==> src/rtl/laser_score.sv <==
// Scores a 40-point frame against two radius-4 circles: counts points inside either
// circle (SCORE) and inside both (OVL), one stored point per cycle after DONE rises.
module laser_score (
    input  logic       i_clk,
    input  logic       i_rst,
    input  logic       i_in_valid,
    input  logic [3:0] i_x,
    input  logic [3:0] i_y,
    input  logic       i_done_in,
    input  logic [3:0] i_c1x,
    input  logic [3:0] i_c1y,
    input  logic [3:0] i_c2x,
    input  logic [3:0] i_c2y,
    output logic [5:0] o_score,
    output logic [5:0] o_ovl,
    output logic       o_score_valid,
    output logic       o_busy,
    output logic       o_err
);

    localparam logic [1:0] StLoad   = 2'd0;
    localparam logic [1:0] StWait   = 2'd1;
    localparam logic [1:0] StScan   = 2'd2;
    localparam logic [1:0] StReport = 2'd3;

    localparam logic [5:0] LastIdx = 6'd39;

    logic [1:0] r_state;
    logic [5:0] r_ptr;
    logic       r_done_q;
    logic [5:0] r_score;
    logic [5:0] r_ovl;
    logic       r_err;
    logic [3:0] r_c1x, r_c1y, r_c2x, r_c2y;
    logic [7:0] r_mem [0:39];

    logic       w_rise;
    logic [3:0] w_px, w_py;
    logic       w_hit1, w_hit2;
    logic       w_store;

    // Squared distance is kept at 9 bits so far-away points never wrap into range.
    function automatic logic covered(input logic [3:0] px, input logic [3:0] py,
                                     input logic [3:0] cx, input logic [3:0] cy);
        logic [3:0] dx;
        logic [3:0] dy;
        logic [8:0] d2;
        dx = (px >= cx) ? (px - cx) : (cx - px);
        dy = (py >= cy) ? (py - cy) : (cy - py);
        d2 = 9'(dx) * 9'(dx) + 9'(dy) * 9'(dy);
        return d2 <= 9'd16;
    endfunction

    always_comb begin
        w_rise  = i_done_in & ~r_done_q;
        w_px    = r_mem[r_ptr][7:4];
        w_py    = r_mem[r_ptr][3:0];
        w_hit1  = covered(w_px, w_py, r_c1x, r_c1y);
        w_hit2  = covered(w_px, w_py, r_c2x, r_c2y);
        w_store = (r_state == StLoad) && !w_rise && i_in_valid;
    end

    always_ff @(posedge i_clk) begin
        if (i_rst) begin
            r_state  <= StLoad;
            r_ptr    <= 6'd0;
            r_done_q <= 1'b1;
            r_score  <= 6'd0;
            r_ovl    <= 6'd0;
            r_err    <= 1'b0;
        end else begin
            r_done_q <= i_done_in;
            r_err    <= 1'b0;
            case (r_state)
                StLoad: begin
                    if (w_rise) begin
                        r_err <= 1'b1;
                        r_ptr <= 6'd0;
                    end else if (i_in_valid) begin
                        if (r_ptr == LastIdx) begin
                            r_ptr   <= 6'd0;
                            r_state <= StWait;
                        end else begin
                            r_ptr <= r_ptr + 6'd1;
                        end
                    end
                end
                StWait: begin
                    if (w_rise) begin
                        r_score <= 6'd0;
                        r_ovl   <= 6'd0;
                        r_ptr   <= 6'd0;
                        r_state <= StScan;
                    end
                end
                StScan: begin
                    r_score <= r_score + 6'(w_hit1 | w_hit2);
                    r_ovl   <= r_ovl + 6'(w_hit1 & w_hit2);
                    if (r_ptr == LastIdx) begin
                        r_ptr   <= 6'd0;
                        r_state <= StReport;
                    end else begin
                        r_ptr <= r_ptr + 6'd1;
                    end
                end
                StReport: begin
                    r_ptr   <= 6'd0;
                    r_state <= StLoad;
                end
                default: r_state <= StLoad;
            endcase
        end
    end

    // Point memory and latched centres need no reset; their contents are don't-care.
    always_ff @(posedge i_clk) begin
        if (!i_rst && w_store) begin
            r_mem[r_ptr] <= {i_x, i_y};
        end
        if (!i_rst && (r_state == StWait) && w_rise) begin
            r_c1x <= i_c1x;
            r_c1y <= i_c1y;
            r_c2x <= i_c2x;
            r_c2y <= i_c2y;
        end
    end

    always_comb begin
        o_score       = r_score;
        o_ovl         = r_ovl;
        o_score_valid = (r_state == StReport);
        o_busy        = (r_state == StScan) || (r_state == StReport);
        o_err         = r_err;
    end

endmodule
==> config.mk <==
export PLATFORM = sky130hd
export DESIGN_NAME = laser_score
export DESIGN_NICKNAME = d
export VERILOG_FILES = /design/src/rtl/laser_score.sv
export SDC_FILE = /design/constraint.sdc
export NUM_CORES = 1
export LEC_CHECK = 0
export ABC_AREA = 1
export BUFFER_PORTS_ARGS = -buffer_cell sky130_fd_sc_hd__buf_2
export CAP_MARGIN = 20
export CORE_MARGIN = 4
export CORE_UTILIZATION = 36
export CTS_BUF_LIST = sky130_fd_sc_hd__clkbuf_8
export CTS_CLUSTER_DIAMETER = 30
export CTS_CLUSTER_SIZE = 24
export DETAILED_ROUTE_END_ITERATION = 6
export PLACE_DENSITY = 0.55
export SLEW_MARGIN = 15
export SYNTH_ARGS = -nofsm -noshare
export SYNTH_HDL_FRONTEND = slang
export SYNTH_SLANG_ARGS = --single-unit
==> constraint.sdc <==
create_clock -name i_clk -period 7.95 [get_ports i_clk]
set_clock_uncertainty 0.05 [all_clocks]
set_input_delay 1.1925 -clock i_clk [delete_from_list [all_inputs] [get_ports i_clk]]
set_output_delay 1.1925 -clock i_clk [all_outputs]
set_load 0.01 [all_outputs]
==> results of run 1 <==
[power by group]
part	leakage (nW)	internal, mW	switching, mW	total [mW]
clock network	0.861	1.23	0.894	2.12
registers	3.25	2.10	0.00732	2.11
logic	3.64	0.751	1.12	1.87
total	7.75	4.08	2.02	6.10
[metal layers]
metal / share of wire, % / vias to the layer above
met2: 47 / 324
met3: 4.6 / 98
met5: 0 / -
met4: 3.4 / 0
met1: 45 / 5857
li1: - / 5651
[critical path: cells and delay by family (launching register included)]
| kind | cells | cell delay (ns) |
|---|---|---|
| simple gates | 19 | 2.37 |
| flops | 1 | 0.38 |
| buf+inv | 7 | 0.61 |
| compound gates | 3 | 0.41 |
| xor+xnor | 1 | 0.14 |
| fa+ha+maj | 9 | 3.28 |
[logic make-up (layout without fill, tap and decap cells)]
logic type / Yosys count / after routing / share of synthesized area, %
fa+ha+maj: 101 / 101 / 8.62
xor+xnor: 15 / 15 / 0.761
compound gates: 126 / 126 / 4.35
buf+inv: 199 / 332 / 5.21
other cells: 0 / 1 / 0
simple gates: 789 / 789 / 19.4
flops: 364 / 364 / 61.7
[Yosys cell counts, types with 12 or more instances]
cell,instances
nand2_1,396
edfxtp_1,336
nand3_1,244
nor2_1,120
inv_1,114
ha_1,71
o21ai_0,44
buf_2,36
fa_1,30
dfxtp_1,28
a21oi_1,22
buf_4,12
clkbuf_1,12
inv_2,12
o21ai_1,12
[state kept, by name, indices dropped and copies added, names as in the netlist, named ones only]
signal and flops:
r_c2x 4, r_done_q 1, r_c1y 4, o_err 1
r_c1x 4, r_ptr 6, r_c2y 4, o_ovl 6
r_mem 320, r_state 2, o_score 6
[per-stage QoR]
| step | util [%] | cell area, um2 | power (mW) |
|---|---|---|---|
| finish | 41.8 | 19900 | 6.10 |
| CTS | 41.6 | 19800 | 6.18 |
| global route | 41.8 | 19900 | 6.58 |
| detailed placement | 38.1 | 18100 | 4.03 |
| floorplan | - | 17300 | 3.58 |
| global placement | 38.1 | 18100 | 3.96 |
[cell type report]
class | count | share of cell area [%]
Inverter | 127 | 2.49
Clock inverter | 60 | 2.98
Antenna cell | 1 | 0.0126
Clock buffer | 77 | 5.33
Timing Repair Buffer | 68 | 2.84
Multi-Input combinational cell | 1031 | 28.9
Sequential cell | 364 | 53.6
Tap cell | 615 | 3.87
[worst min path at each step]
stage	endpoint	depth (start not counted)
after floorplan	r_state[1]$_SDFFE_PP0P_	2
after global placement	o_score[5]$_SDFFE_PP0P_	2
after detailed placement	o_ovl[5]$_SDFFE_PP0P_	2
after CTS	o_ovl[5]$_SDFFE_PP0P_	2
after global routing	o_ovl[5]$_SDFFE_PP0P_	2
final	o_ovl[5]$_SDFFE_PP0P_	2
==> metrics.md, run 1 <==
| Metric | Value |
|---|---|
| Status | complete, no violations |
| Commonest non-fill, non-tap cell in the layout | nand2_1 |
| PD cells | 307 mW/mm2 |
| Post-Syn Area | 0.0173 mm2 |
| R2r endpoint | o_ovl[5]$_SDFFE_PP0P_ |
| Worst EP arrival | 7.94 ns |
| IO Count | 43 |
| Port Buffer Count | 42 |
| Worst Hold Slack | 0.463 ns |
| Final net count | 1,795 |
| Min-delay src | o_ovl[5]$_SDFFE_PP0P_ |
| Internal reg-to-reg setup slack | 0.51 ns |
| Crit-path max cell delay | 0.56 ns |
| Total grt overflow | 0 |
| Placer Congestion | 0.874 |
| Startpoint types | flip-flop |
| CP max FO | 96 |
| Sequential-to-total area share from yosys stat | 61.7% |
| Yosys reg bits | 364 |
| Via count | 11,930 |
| Avg WL per Cell | 18.5 um |
| Slew Viols, Final | 0 |
| Synth top area share | 58.4% |
| Pre-CTS WS | 0.315 ns |
| Clock slew at reported path FFs | 0.05 ns |
| Met1 usage | 22.5% |
| Die height | 227 um |
| Cells after Synth | 1,594 |
| Syn avg cell area | 10.8 um2 |
| Final setup vio count | 0 |
| Chip width | 227 um |
| Met2 Track Usage GR | 26.6% |
| Drt pass-1 iters | 5 |
| Vias per cell | 5.09 |
| Cell variety after synth | 42 |
| Dominant synthesized flop cell | edfxtp_1 |
| Placed cells | 2,203 |
| Detailed-route wire length | 43.3 mm |
| DRC violations left | 0 |
| H-tree depth | 3 |
| Largest net degree at the start of global routing | 97 |
| RSZ-0062 raised after global routing | no |
| CTS Hold Bufs | 0 |
| Global-route wire length before repair | 66.4 mm |
| Routed Antenna Nets | 0 |
| Total Routing Usage GR | 16.6% |
| CTS Buf Count | 74 |
| Period utilization | 93.5% |
| Via count of the first global-routing pass | 11,950 |
| Max Fclk | 134 MHz |
| CTS resizes | 0 |
| Root buffer cell | clkbuf_8 |
| Critical path type | flip-flop to flip-flop |
| Post-CTS setup buffers | 0 |
| Worst path slowest cell | fa_1 |
| Initial antenna violation count | 1 |
| Yosys warning total | 0 |
| Asr flop ratio synth | 0% |
| GR Util met3 | 2.58% |
| Worst Hold Class | flip-flop to flip-flop |
| Number of cell rows | 80 |
| Synth area leader | edfxtp_1 |
| Top post-synthesis cells by area | edfxtp_1 (58%), nand2_1 (8.6%), nand3_1 (7.1%), ha_1 (5.1%), fa_1 (3.5%) |
| Die Area | 0.0516 mm2 |
| CTS tree | built |
| Layout area overhead | 15.1% |
| Top Usage Layer GRT | met2 |
| Insertion delay to the later sink of the worst-skew pair | 0.65 ns |
| Storage cell area | 0.0107 mm2 |
| Multi-input logic area | 0.00574 mm2 |
| Number of synthesized flops with an enable pin | 336 |
| Static Leakage | 7.75 nW |
| Final cell count without fillers | 2,343 |
| Fill count | 4,445 |
| Worst setup margin | 0.515 ns |
| Worst relative slew slack | 36.6% |
| Starting Density | 36.3% |
| Clk buf depth | 3 |
| Final setup TNS | 0 ns |
| Violation count after the first detailed-route iteration | 965 |
| R2R cell count | 39 |
| CP required | 8.46 ns |
| Worst VDD drop | 244 uV |
| Post-detail-place hpwl | 26.8 mm |
| CTS sink count | 364 |
| Core ar. | 0.0475 mm2 |
| Max-cap violations | 0 |
| Critical Path End | o_ovl[5]$_SDFFE_PP0P_ |
| Tightest Pin Transition | 0.951 ns |
| Crit path top cell by count | nand2_1 |
| Most frequent cells in the layout | nand2_1 (396), edfxtp_1 (336), nand3_1 (243), inv_1 (124), nor2_1 (119) |
| Share of post-route cells with drive strength above 1 | 12.7% |
| Syn nets | 1,723 |
| Fin crit period | 7.44 ns |
| Worst Setup End Kind | flip-flop |
| Final hold violation count | 0 |
(Power assumes the default switching activity.)
==> inputs of run 2 (changes only) <==
--- a/config.mk
+++ b/config.mk
@@ -14,7 +14,6 @@
 export CTS_CLUSTER_DIAMETER = 30
 export CTS_CLUSTER_SIZE = 24
 export DETAILED_ROUTE_END_ITERATION = 6
-export PLACE_DENSITY = 0.55
 export SLEW_MARGIN = 15
 export SYNTH_ARGS = -nofsm -noshare
 export SYNTH_HDL_FRONTEND = slang
==> metrics.md, run 2 (synthesis results as in run 1) <==
| Metric | Value |
|---|---|
| Status | complete, no violations |
| Max-cap violations | 0 (unchanged) |
| P_int | 3.91 mW (-4.0%) |
| Largest net degree at the start of global routing | 65 (-33%) |
| Starting Density | 36.3% (unchanged) |
| Startpoint types | flip-flop |
| Post-DP Area | 0.0181 mm2 (about the same) |
| Placer Congestion | 0.881 (+0.81%) |
| Placed cells | 2,205 (+0.091%) |
| Die height | 227 um (unchanged) |
| Layout area overhead | 13.8% |
| Crit path max-delay family | adder cells |
| Die Area | 0.0516 mm2 (unchanged) |
| Storage cell area | 0.0107 mm2 (about the same) |
| Final setup TNS | 0 ns (unchanged) |
| Layout Utilization | 41.4% (-0.46 points) |
| Number of cell rows | 80 (unchanged) |
| Tightest Pin Transition | 0.947 ns (-0.00352 ns) |
| Clk buf depth | 3 (unchanged) |
| Worst Setup End Kind | flip-flop |
| Clock power share | 32.1% (-2.7 points) |
| Most frequent cells in the layout | nand2_1 (394), edfxtp_1 (336), nand3_1 (243), inv_1 (120), nor2_1 (118) |
| Total grt overflow | 0 (unchanged) |
| Global-route wire length before repair | 65.3 mm (-1.6%) |
| Final cell count without fillers | 2,332 (-0.47%) |
| Via count | 11,698 (-1.9%) |
| CTS sink count | 364 (unchanged) |
| Max Fclk | 134 MHz (-0.20%) |
| Commonest non-fill, non-tap cell in the layout | nand2_1 |
| Post-detail-place hpwl | 26.5 mm (-1.1%) |
| Final setup vio count | 0 (unchanged) |
| Crit path top cell by count | nand2_1 |
| Critical path type | flip-flop to flip-flop |
| Slew Viols, Final | 0 (unchanged) |
| Worst EP arrival | 7.93 ns (about the same) |
| Total Routing Usage GR | 16.1% (-0.47 points) |
| Chip width | 227 um (unchanged) |
| Sequential power share | 35.7% (+1.2 points) |
| Period utilization | 93.7% (+0.19 points) |
| Root buffer cell | clkbuf_8 |
| Clock slew at reported path FFs | 0.06 ns (about the same) |
| Fill count | 4,482 (+0.83%) |
| Met1 usage | 22.1% (-0.41 points) |
| Buf/Inv on CP | 7 (unchanged) |
| CTS tree | built |
| Static Leakage | 7.64 nW (-1.4%) |
| Final net count | 1,793 (-0.11%) |
| Worst relative slew slack | 36.6% (about the same) |
| CP required | 8.43 ns (-0.03 ns) |
| Worst setup margin | 0.500 ns (-0.0151 ns) |
| Worst VDD drop | 191 uV (-22%) |
| CTS Hold Bufs | 0 (unchanged) |
| Pre-CTS WS | 0.455 ns (+0.140 ns) |
| Final hold violation count | 0 (unchanged) |
| Combinational power share | 32.2% (+1.5 points) |
| Initial antenna violation count | 1 (unchanged) |
| Crit-path max cell delay | 0.55 ns (about the same) |
| IO Count | 43 (unchanged) |
| Via count of the first global-routing pass | 11,719 (-1.9%) |
| Switching share of total power | 33.6% (+0.49 points) |
| Top Usage Layer GRT | met2 |
| Drt pass-1 iters | 5 (unchanged) |
| Share of post-route cells with drive strength above 1 | 12.5% (-0.21 points) |
| Avg WL per Cell | 17.9 um (-3.1%) |
| Worst path slowest cell | fa_1 |
| Worst Hold Class | flip-flop to flip-flop |
| Vias per cell | 5.02 (-1.5%) |
| Biggest register | r_mem |
| DRC violations left | 0 (unchanged) |
| GR Util met3 | 2.36% (-0.22 points) |
| Insertion delay to the later sink of the worst-skew pair | 0.62 ns (-0.03 ns) |
| Switching power | 1.98 mW (-1.9%) |
| H-tree depth | 3 (unchanged) |
| PD cells | 300 mW/mm2 (-2.2%) |
| CP max FO | 17 (-82%) |
| Max FFs per register | 320 (unchanged) |
| Met2 Track Usage GR | 26.5% (-0.11 points) |
| Detailed-route wire length | 41.7 mm (-3.5%) |
| Final instance area | 0.0197 mm2 (-1.1%) |
| Multi-input logic area | 0.00575 mm2 (+0.11%) |
| Core ar. | 0.0475 mm2 (unchanged) |
| Port Buffer Count | 42 (unchanged) |
| Violation count after the first detailed-route iteration | 970 (+0.52%) |
| CTS Buf Count | 68 (-8.1%) |
| Fin crit period | 7.45 ns (+0.0151 ns) |
| Routed Antenna Nets | 0 (unchanged) |
==> run 2: cell type report <==
cell class / instances / share of cell area, %
Antenna cell: 1 / 0.0127
Inverter: 127 / 2.46
Tap cell: 615 / 3.91
Multi-Input combinational cell: 1031 / 29.2
Clock buffer: 70 / 4.90
Sequential cell: 364 / 54.2
Timing Repair Buffer: 72 / 2.90
Clock inverter: 52 / 2.40
==> run 2: worst paths after layout <==
| kind | start | endpoint | slack, ns | cells after the start |
|---|---|---|---|---|
| worst max-delay path | flip-flop | o_ovl[5]$_SDFFE_PP0P_ | 0.50 | 39 |
| worst min-delay path | o_score[5]$_SDFFE_PP0P_ | o_score[5]$_SDFFE_PP0P_ | 0.46 | 2 |
| worst max register to register | flip-flop | o_ovl[5]$_SDFFE_PP0P_ | 0.50 | 39 |
| worst min register to register | o_score[5]$_SDFFE_PP0P_ | o_score[5]$_SDFFE_PP0P_ | 0.46 | 2 |
==> run 2: worst reg2reg max path, delay by kind of cell (launching register included) <==
kind | cells | cell delay, ns
fa+ha+maj | 8 | 3.20
simple gates | 20 | 2.47
buf+inv | 7 | 0.65
compound gates | 3 | 0.45
flops | 1 | 0.40
xor+xnor | 1 | 0.14
==> run 2: metal layers <==
layer	up-vias	part of all wire, %	wire (um)
li1	5645	-	-
met1	5662	44	18500
met2	329	48	20000
met3	62	5.4	2250
met4	0	2.3	956
met5	-	0	0
==> run 2: metrics by stage <==
step           power, mW  hold WS [ns]
2_1_floorplan       3.58         0.437
3_3_place_gp        3.96         0.437
5_1_grt             6.38         0.498
3_5_place_dp        4.02         0.452
6_report            5.90         0.463
4_1_cts             5.94         0.467
==> run 2: repair_timing <==
| item | 4_1_cts | 5_1_grt |
|---|---|---|
| setup buffers | 0 | 3 |
| setup endpoints to repair | 0 | 4 |
| gates resized for setup | 0 | 13 |
==> run 2: power groups by stage <==
stage               clock (mW)  combinational (mW)  sequential (mW)
floorplan                    0                1.44             2.14
global placement             0                1.82             2.14
detailed placement           0                1.88             2.14
CTS                       1.93                1.90             2.10
global route              2.04                2.24             2.10
finish                    1.89                1.90             2.10
